## config.mk

```make
export PLATFORM = sky130hd
export DESIGN_NAME = ps2_keyboard_tx
export DESIGN_NICKNAME = d
export VERILOG_FILES = /design/src/rtl/ps2_keyboard_tx.sv
export SDC_FILE = /design/constraint.sdc
export NUM_CORES = 1
export LEC_CHECK = 0
export CAP_MARGIN = 0
export CORE_UTILIZATION = 56
export DETAILED_ROUTE_END_ITERATION = 6
export DONT_BUFFER_PORTS = 1
export PLACE_DENSITY = 0.83
export REMOVE_ABC_BUFFERS = 1
export SYNTH_ARGS = -nofsm -noshare
export SYNTH_HDL_FRONTEND = slang
export SYNTH_SLANG_ARGS = --single-unit
```

## constraint.sdc

```tcl
create_clock -name clk -period 2.42 [get_ports clk]
set_clock_uncertainty 0.05 [all_clocks]
set_input_delay 0.484 -clock clk [delete_from_list [all_inputs] [get_ports clk]]
set_output_delay 0.484 -clock clk [all_outputs]
set_load 0.03 [all_outputs]
```

## src/rtl/ps2_keyboard_tx.sv

```systemverilog
`timescale 1ns/1ps
`default_nettype none
// ============================================================================
// Module      : ps2_keyboard_tx
// Description : Device-side PS/2 keyboard frame transmitter. Scan-code bytes
//               are queued in a small FIFO and each one is serialised onto
//               ps2_clk/ps2_data as an 11-bit frame (start, 8 data LSB first,
//               odd parity, stop), followed by an idle-high gap.
// Revision    : 1.0 - initial release
// ============================================================================
module ps2_keyboard_tx #(
  parameter int HALF_PERIOD = 4,   // clk cycles per PS/2 clock half-period (>=2)
  parameter int GAP_CYCLES  = 16,  // idle-high clk cycles after each frame (>=1)
  parameter int FIFO_DEPTH  = 4    // queue entries (power of 2, >=2)
) (
  input  logic                          clk,
  input  logic                          reset,
  input  logic                          in_valid,
  input  logic [7:0]                    in_data,
  output logic                          in_ready,
  output logic                          ps2_clk,
  output logic                          ps2_data,
  output logic                          busy,
  output logic [$clog2(FIFO_DEPTH):0]   fifo_count
);

  localparam int c_PTR_W = $clog2(FIFO_DEPTH);
  localparam int c_CNT_W = c_PTR_W + 1;
  localparam int c_HP_W  = (HALF_PERIOD > 1) ? $clog2(HALF_PERIOD) : 1;
  localparam int c_GAP_W = (GAP_CYCLES > 1) ? $clog2(GAP_CYCLES) : 1;

  localparam logic [c_HP_W-1:0]  c_HP_LAST  = c_HP_W'(HALF_PERIOD - 1);
  localparam logic [c_GAP_W-1:0] c_GAP_LAST = c_GAP_W'(GAP_CYCLES - 1);
  localparam logic [c_CNT_W-1:0] c_FULL     = c_CNT_W'(FIFO_DEPTH);
  localparam logic [3:0]         c_LAST_BIT = 4'd10;

  typedef enum logic [1:0] {
    S_IDLE   = 2'd0,
    S_BIT_HI = 2'd1,
    S_BIT_LO = 2'd2,
    S_GAP    = 2'd3
  } state_t;

  // --------------------------------------------------------------------------
  // Scan-code queue
  // --------------------------------------------------------------------------
  logic [7:0]          r_mem [FIFO_DEPTH];
  logic [c_PTR_W-1:0]  r_wr_ptr;
  logic [c_PTR_W-1:0]  r_rd_ptr;
  logic [c_CNT_W-1:0]  r_count;
  logic [c_CNT_W-1:0]  w_count_nxt;
  logic                r_in_ready;
  logic                w_push;
  logic                w_pop;
  logic [7:0]          w_head;

  // --------------------------------------------------------------------------
  // Frame engine
  // --------------------------------------------------------------------------
  state_t              r_state;
  state_t              w_state_nxt;
  logic [c_HP_W-1:0]   r_hp_cnt;
  logic [c_HP_W-1:0]   w_hp_cnt_nxt;
  logic [3:0]          r_bit_idx;
  logic [3:0]          w_bit_idx_nxt;
  logic [c_GAP_W-1:0]  r_gap_cnt;
  logic [c_GAP_W-1:0]  w_gap_cnt_nxt;
  // Bit 0 of the shifter is the bit currently on ps2_data; ones shift in from
  // the top so the line naturally returns high once the stop bit has gone.
  logic [10:0]         r_shift;
  logic [10:0]         w_shift_nxt;
  logic [10:0]         w_frame;
  logic                r_ps2_clk;
  logic                w_ps2_clk_nxt;
  logic                r_busy;
  logic                w_busy_nxt;

  // in_ready is registered, so a push only depends on last cycle's fullness
  assign w_push  = in_valid & r_in_ready;
  // The FSM only pulls a byte while idle and something is queued
  assign w_pop   = (r_state == S_IDLE) && (r_count != '0);
  assign w_head  = r_mem[r_rd_ptr];
  // start 0, data LSB first, odd parity, stop 1 (bit 0 leaves first)
  assign w_frame = {1'b1, ~^w_head, w_head, 1'b0};

  // Occupancy update: simultaneous push and pop leave the count unchanged
  always_comb begin
    w_count_nxt = r_count;
    case ({w_push, w_pop})
      2'b10:   w_count_nxt = r_count + c_CNT_W'(1);
      2'b01:   w_count_nxt = r_count - c_CNT_W'(1);
      default: w_count_nxt = r_count;
    endcase
  end

  // Queue storage; contents need no reset because pointers define validity
  always_ff @(posedge clk) begin
    if (w_push) begin
      r_mem[r_wr_ptr] <= in_data;
    end
  end

  // Queue pointers, count and registered ready flag
  always_ff @(posedge clk) begin
    if (reset) begin
      r_wr_ptr   <= '0;
      r_rd_ptr   <= '0;
      r_count    <= '0;
      r_in_ready <= 1'b1;
    end else begin
      if (w_push) begin
        r_wr_ptr <= r_wr_ptr + c_PTR_W'(1);
      end
      if (w_pop) begin
        r_rd_ptr <= r_rd_ptr + c_PTR_W'(1);
      end
      r_count    <= w_count_nxt;
      r_in_ready <= (w_count_nxt != c_FULL);
    end
  end

  // Frame FSM state and registered line drivers
  always_ff @(posedge clk) begin
    if (reset) begin
      r_state   <= S_IDLE;
      r_hp_cnt  <= '0;
      r_bit_idx <= '0;
      r_gap_cnt <= '0;
      r_shift   <= '1;
      r_ps2_clk <= 1'b1;
      r_busy    <= 1'b0;
    end else begin
      r_state   <= w_state_nxt;
      r_hp_cnt  <= w_hp_cnt_nxt;
      r_bit_idx <= w_bit_idx_nxt;
      r_gap_cnt <= w_gap_cnt_nxt;
      r_shift   <= w_shift_nxt;
      r_ps2_clk <= w_ps2_clk_nxt;
      r_busy    <= w_busy_nxt;
    end
  end

  // Next-state and next-output logic for the frame FSM
  always_comb begin
    w_state_nxt   = r_state;
    w_hp_cnt_nxt  = r_hp_cnt;
    w_bit_idx_nxt = r_bit_idx;
    w_gap_cnt_nxt = r_gap_cnt;
    w_shift_nxt   = r_shift;
    w_ps2_clk_nxt = r_ps2_clk;
    w_busy_nxt    = r_busy;

    case (r_state)
      S_IDLE: begin
        w_ps2_clk_nxt = 1'b1;
        if (w_pop) begin
          w_shift_nxt   = w_frame;
          w_busy_nxt    = 1'b1;
          w_hp_cnt_nxt  = '0;
          w_bit_idx_nxt = '0;
          w_state_nxt   = S_BIT_HI;
        end
      end

      S_BIT_HI: begin
        if (r_hp_cnt == c_HP_LAST) begin
          w_hp_cnt_nxt  = '0;
          w_ps2_clk_nxt = 1'b0;
          w_state_nxt   = S_BIT_LO;
        end else begin
          w_hp_cnt_nxt  = r_hp_cnt + c_HP_W'(1);
        end
      end

      S_BIT_LO: begin
        if (r_hp_cnt == c_HP_LAST) begin
          w_hp_cnt_nxt  = '0;
          w_ps2_clk_nxt = 1'b1;
          w_shift_nxt   = {1'b1, r_shift[10:1]};
          if (r_bit_idx == c_LAST_BIT) begin
            w_gap_cnt_nxt = '0;
            w_state_nxt   = S_GAP;
          end else begin
            w_bit_idx_nxt = r_bit_idx + 4'd1;
            w_state_nxt   = S_BIT_HI;
          end
        end else begin
          w_hp_cnt_nxt  = r_hp_cnt + c_HP_W'(1);
        end
      end

      S_GAP: begin
        if (r_gap_cnt == c_GAP_LAST) begin
          w_gap_cnt_nxt = '0;
          w_busy_nxt    = 1'b0;
          w_state_nxt   = S_IDLE;
        end else begin
          w_gap_cnt_nxt = r_gap_cnt + c_GAP_W'(1);
        end
      end

      default: begin
        w_state_nxt   = S_IDLE;
        w_ps2_clk_nxt = 1'b1;
        w_shift_nxt   = '1;
        w_busy_nxt    = 1'b0;
      end
    endcase
  end

  assign in_ready   = r_in_ready;
  assign ps2_clk    = r_ps2_clk;
  assign ps2_data   = r_shift[0];
  assign busy       = r_busy;
  assign fifo_count = r_count;

endmodule
`default_nettype wire

```

==> results.py <==
metrics = {
    "clock_tree": {
        "worstSkewPairLatency_ps": 350,
        "clockBufferDepth": 2,
        "numCtsBuffers": 9,
        "root_buffer": "clkbuf_8",
        "cts_tree": "built",
        "clk_transition_reported_paths_ps": 70,
        "ctsHtreeMaxLevel": 3,
        "clock_sinks": 66,
    },
    "worst_setup_path": {
        "critPathMaxStageDelay_ps": 380,
        "critPathLaunch": "r_state[0]$_SDFFE_PP0P_",
        "crit_path_start_kind": "flop",
        "endpoint_kind": "flop",
        "required_ps": 2610,
        "crit_buf_inv": 3,
        "rr_startpoint": "r_state[0]$_SDFFE_PP0P_",
        "ff2ff_setup_slack_ps": 120,
        "cp_top_family": "adder cells",
        "cp_slowest_cell": "fa_1",
        "worstSetupPathType": "reg2reg",
        "reg2reg_to": "in_ready$_SDFF_PP1_",
        "r2r.worst_path.cells": 11,
        "cp_max_fo": 3,
        "crit_chain": "inv_2 > ha_2 > o31ai_1 > inv_1 > ha_2 > inv_1 > fa_1 > xor2_1 > or3_1 > a21oi_2 > nand2_1",
        "crit_arrival_ps": 2490,
    },
    "hold_path": {
        "hold_class": "in2reg",
        "hp-start": "reset",
        "whs_path_depth": 1,
        "hold_path_end": "r_wr_ptr[0]$_SDFFE_PP0P_",
    },
    "yosys": {
        "async_reset_ff_frac": 0,
        "synth_seq_cells": 66,
        "synthesis.instances": 236,
        "yosysWarnings": 0,
        "synth_flop_cell": "dfxtp_1",
        "ys_seq_area_frac": 0.564,
        "synth_area_sq_mm": 0.00291,
        "syn_avg_cell_area_sq_um": 12.3,
        "synth.distinct_cells": 39,
        "synth-edff-count": 32,
    },
    "timing": {
        "period_minus_slack_ps": 2300,
        "slew_headroom": 0.708,
        "worst_slack_ps": 125,
        "finalHoldViolations": 0,
        "min_period_over_period": 0.948,
        "worst_pin_slew_ps": 437,
        "fmax_mhz": 436,
        "setup_viol": 0,
        "fin_tns_setup_ps": 0,
        "hold-worst-slack_ps": 147,
        "slew_viol_final": 0,
    },
    "detailed_routing": {
        "wl_mm": 4.94,
        "firstDrtPassIters": 4,
        "antenna_left": 0,
        "first_iter_violations": 103,
        "route.detailed.drc": 0,
        "wl_per_cell_um": 15.3,
        "vias": 1773,
        "vias_per_cell": 5.51,
    },
    "job": {
        "drv_cap": 0,
    },
    "global_route": {
        "grt_antenna_before_repair": 0,
        "grt_max_degree": 34,
        "grt_pass1_vias": 1698,
        "grt_usage": 0.206,
        "grt_pass1_wl_mm": 7.98,
        "gr-total-overflow": 0,
    },
    "finish": {
        "antenna_cells": 0,
        "drive_above_1_share": 0.153,
        "layout_common_cells": "33 x dfxtp_1, 32 x edfxtp_1, 29 x nor2_1",
        "final_common_cell": "dfxtp_1",
        "fin_nets": 276,
        "syn_to_final_growth_pct": 14.0,
        "fin_cells": 322,
    },
    "placement": {
        "dp_cells": 304,
        "gp_congestion": 0.778,
        "port_buffers": 0,
        "post-place-ws_ps": 78.9,
        "hpwl_mm": 3.17,
    },
    "power_and_ir_drop": {
        "total_power_w": 0.00437,
        "leakage_nw": 1.23,
        "p_per_area_mw_per_mm2": 1320,
        "ir_worst_vdd_uv": 982,
    },
    "die": {
        "initial_core_util": 0.600,
        "dieWidth_um": 74.1,
        "core-area_sq_mm": 0.00485,
        "dieArea_sq_mm": 0.00549,
        "chipHeight_um": 74.1,
        "rows": 25,
        "io_pins": 18,
    },
    "status": {
        "status": "finished clean",
    },
}
logic make-up (layout without fill, tap and decap cells):
group,count (synthesis),after routing,synth area share
adders and majority gates,15,15,0.0671
buffers and inverters,20,39,0.0297
AOI/OAI and AO/OA,38,38,0.0895
and+or+nand+nor,66,66,0.107
DFF,66,66,0.564
muxes,17,17,0.101
xor gates and xnor gates,14,14,0.0422
metal layers:
layer	vias up	wire length [um]	global-route usage
met3	7	189	0.0732
met5	-	0	0
met4	0	82	0.103
met2	30	2380	0.327
met1	849	2290	0.250
li1	887	-	-
power by group:
| part | total [W] | internal, W | switching (W) |
|---|---|---|---|
| combinational | 0.00161 | 0.000737 | 0.000873 |
| sequential | 0.00155 | 0.00139 | 0.000165 |
| clock | 0.00121 | 0.000788 | 0.000426 |
| total | 0.00437 | 0.00291 | 0.00146 |
flip-flops by register name (all words and copies together) (netlist names), 2 cells and up, named ones only:
register    flops
r_bit_idx       4
fifo_count      3
r_rd_ptr        2
r_wr_ptr        2
r_shift        10
r_state         2
r_gap_cnt       4
r_mem          32
r_hp_cnt        2
area by class of cell:
class | instances | area [sq um]
sequential | 66 | 1640
tap | 67 | 83.8
fill | 346 | 1530
timing repair buffer | 13 | 97.6
clock buffer | 9 | 124
clock inverter | 7 | 141
inverter | 10 | 37.5
multi-input combinational | 150 | 1190
per-stage QoR:
step           instance area (sq um)   util
6_report                        3320  0.684
5_1_grt                         3320  0.684
4_1_cts                         3290  0.679
3_5_place_dp                    3030  0.624
3_3_place_gp                    3030  0.624
2_1_floorplan                   2860      -
synthesized netlist by cell type, types with 3 or more instances:
cell	number	area, sq um
clkbuf_1	5	18.8
ha_1	14	175
and3_1	5	31.3
dfxtp_1	34	681
xor2_1	5	43.8
nand3_1	5	25.0
nand2_1	12	45.0
edfxtp_1	32	961
a21oi_1	10	50.1
nor2_1	29	109
a211o_1	8	70.1
buf_2	3	15.0
nor3_1	5	25.0
xnor2_1	9	78.8
mux2i_1	9	90.1
inv_1	10	37.5
mux4_1	6	158
o21ai_0	8	40.0
or3_1	3	18.8
how the worst max path moves through the flow:
stage                     slack, ps                         to  depth (start not counted)
after floorplan                 120  r_bit_idx[2]$_SDFFE_PP0P_                          6
after global placement          190        in_ready$_SDFF_PP1_                         11
after detailed placement         80        in_ready$_SDFF_PP1_                         11
after CTS                        20        in_ready$_SDFF_PP1_                         11
after global routing         -0.004        in_ready$_SDFF_PP1_                         11
final                           120        in_ready$_SDFF_PP1_                         11
repair_timing:
| action | CTS | global route |
|---|---|---|
| setup buffers | 0 | 2 |
| resized for setup | 0 | 6 |
| endpoints found under the setup margin | 0 | 3 |
| hold buffers | 0 | 0 |
(Power assumes the default switching activity.)
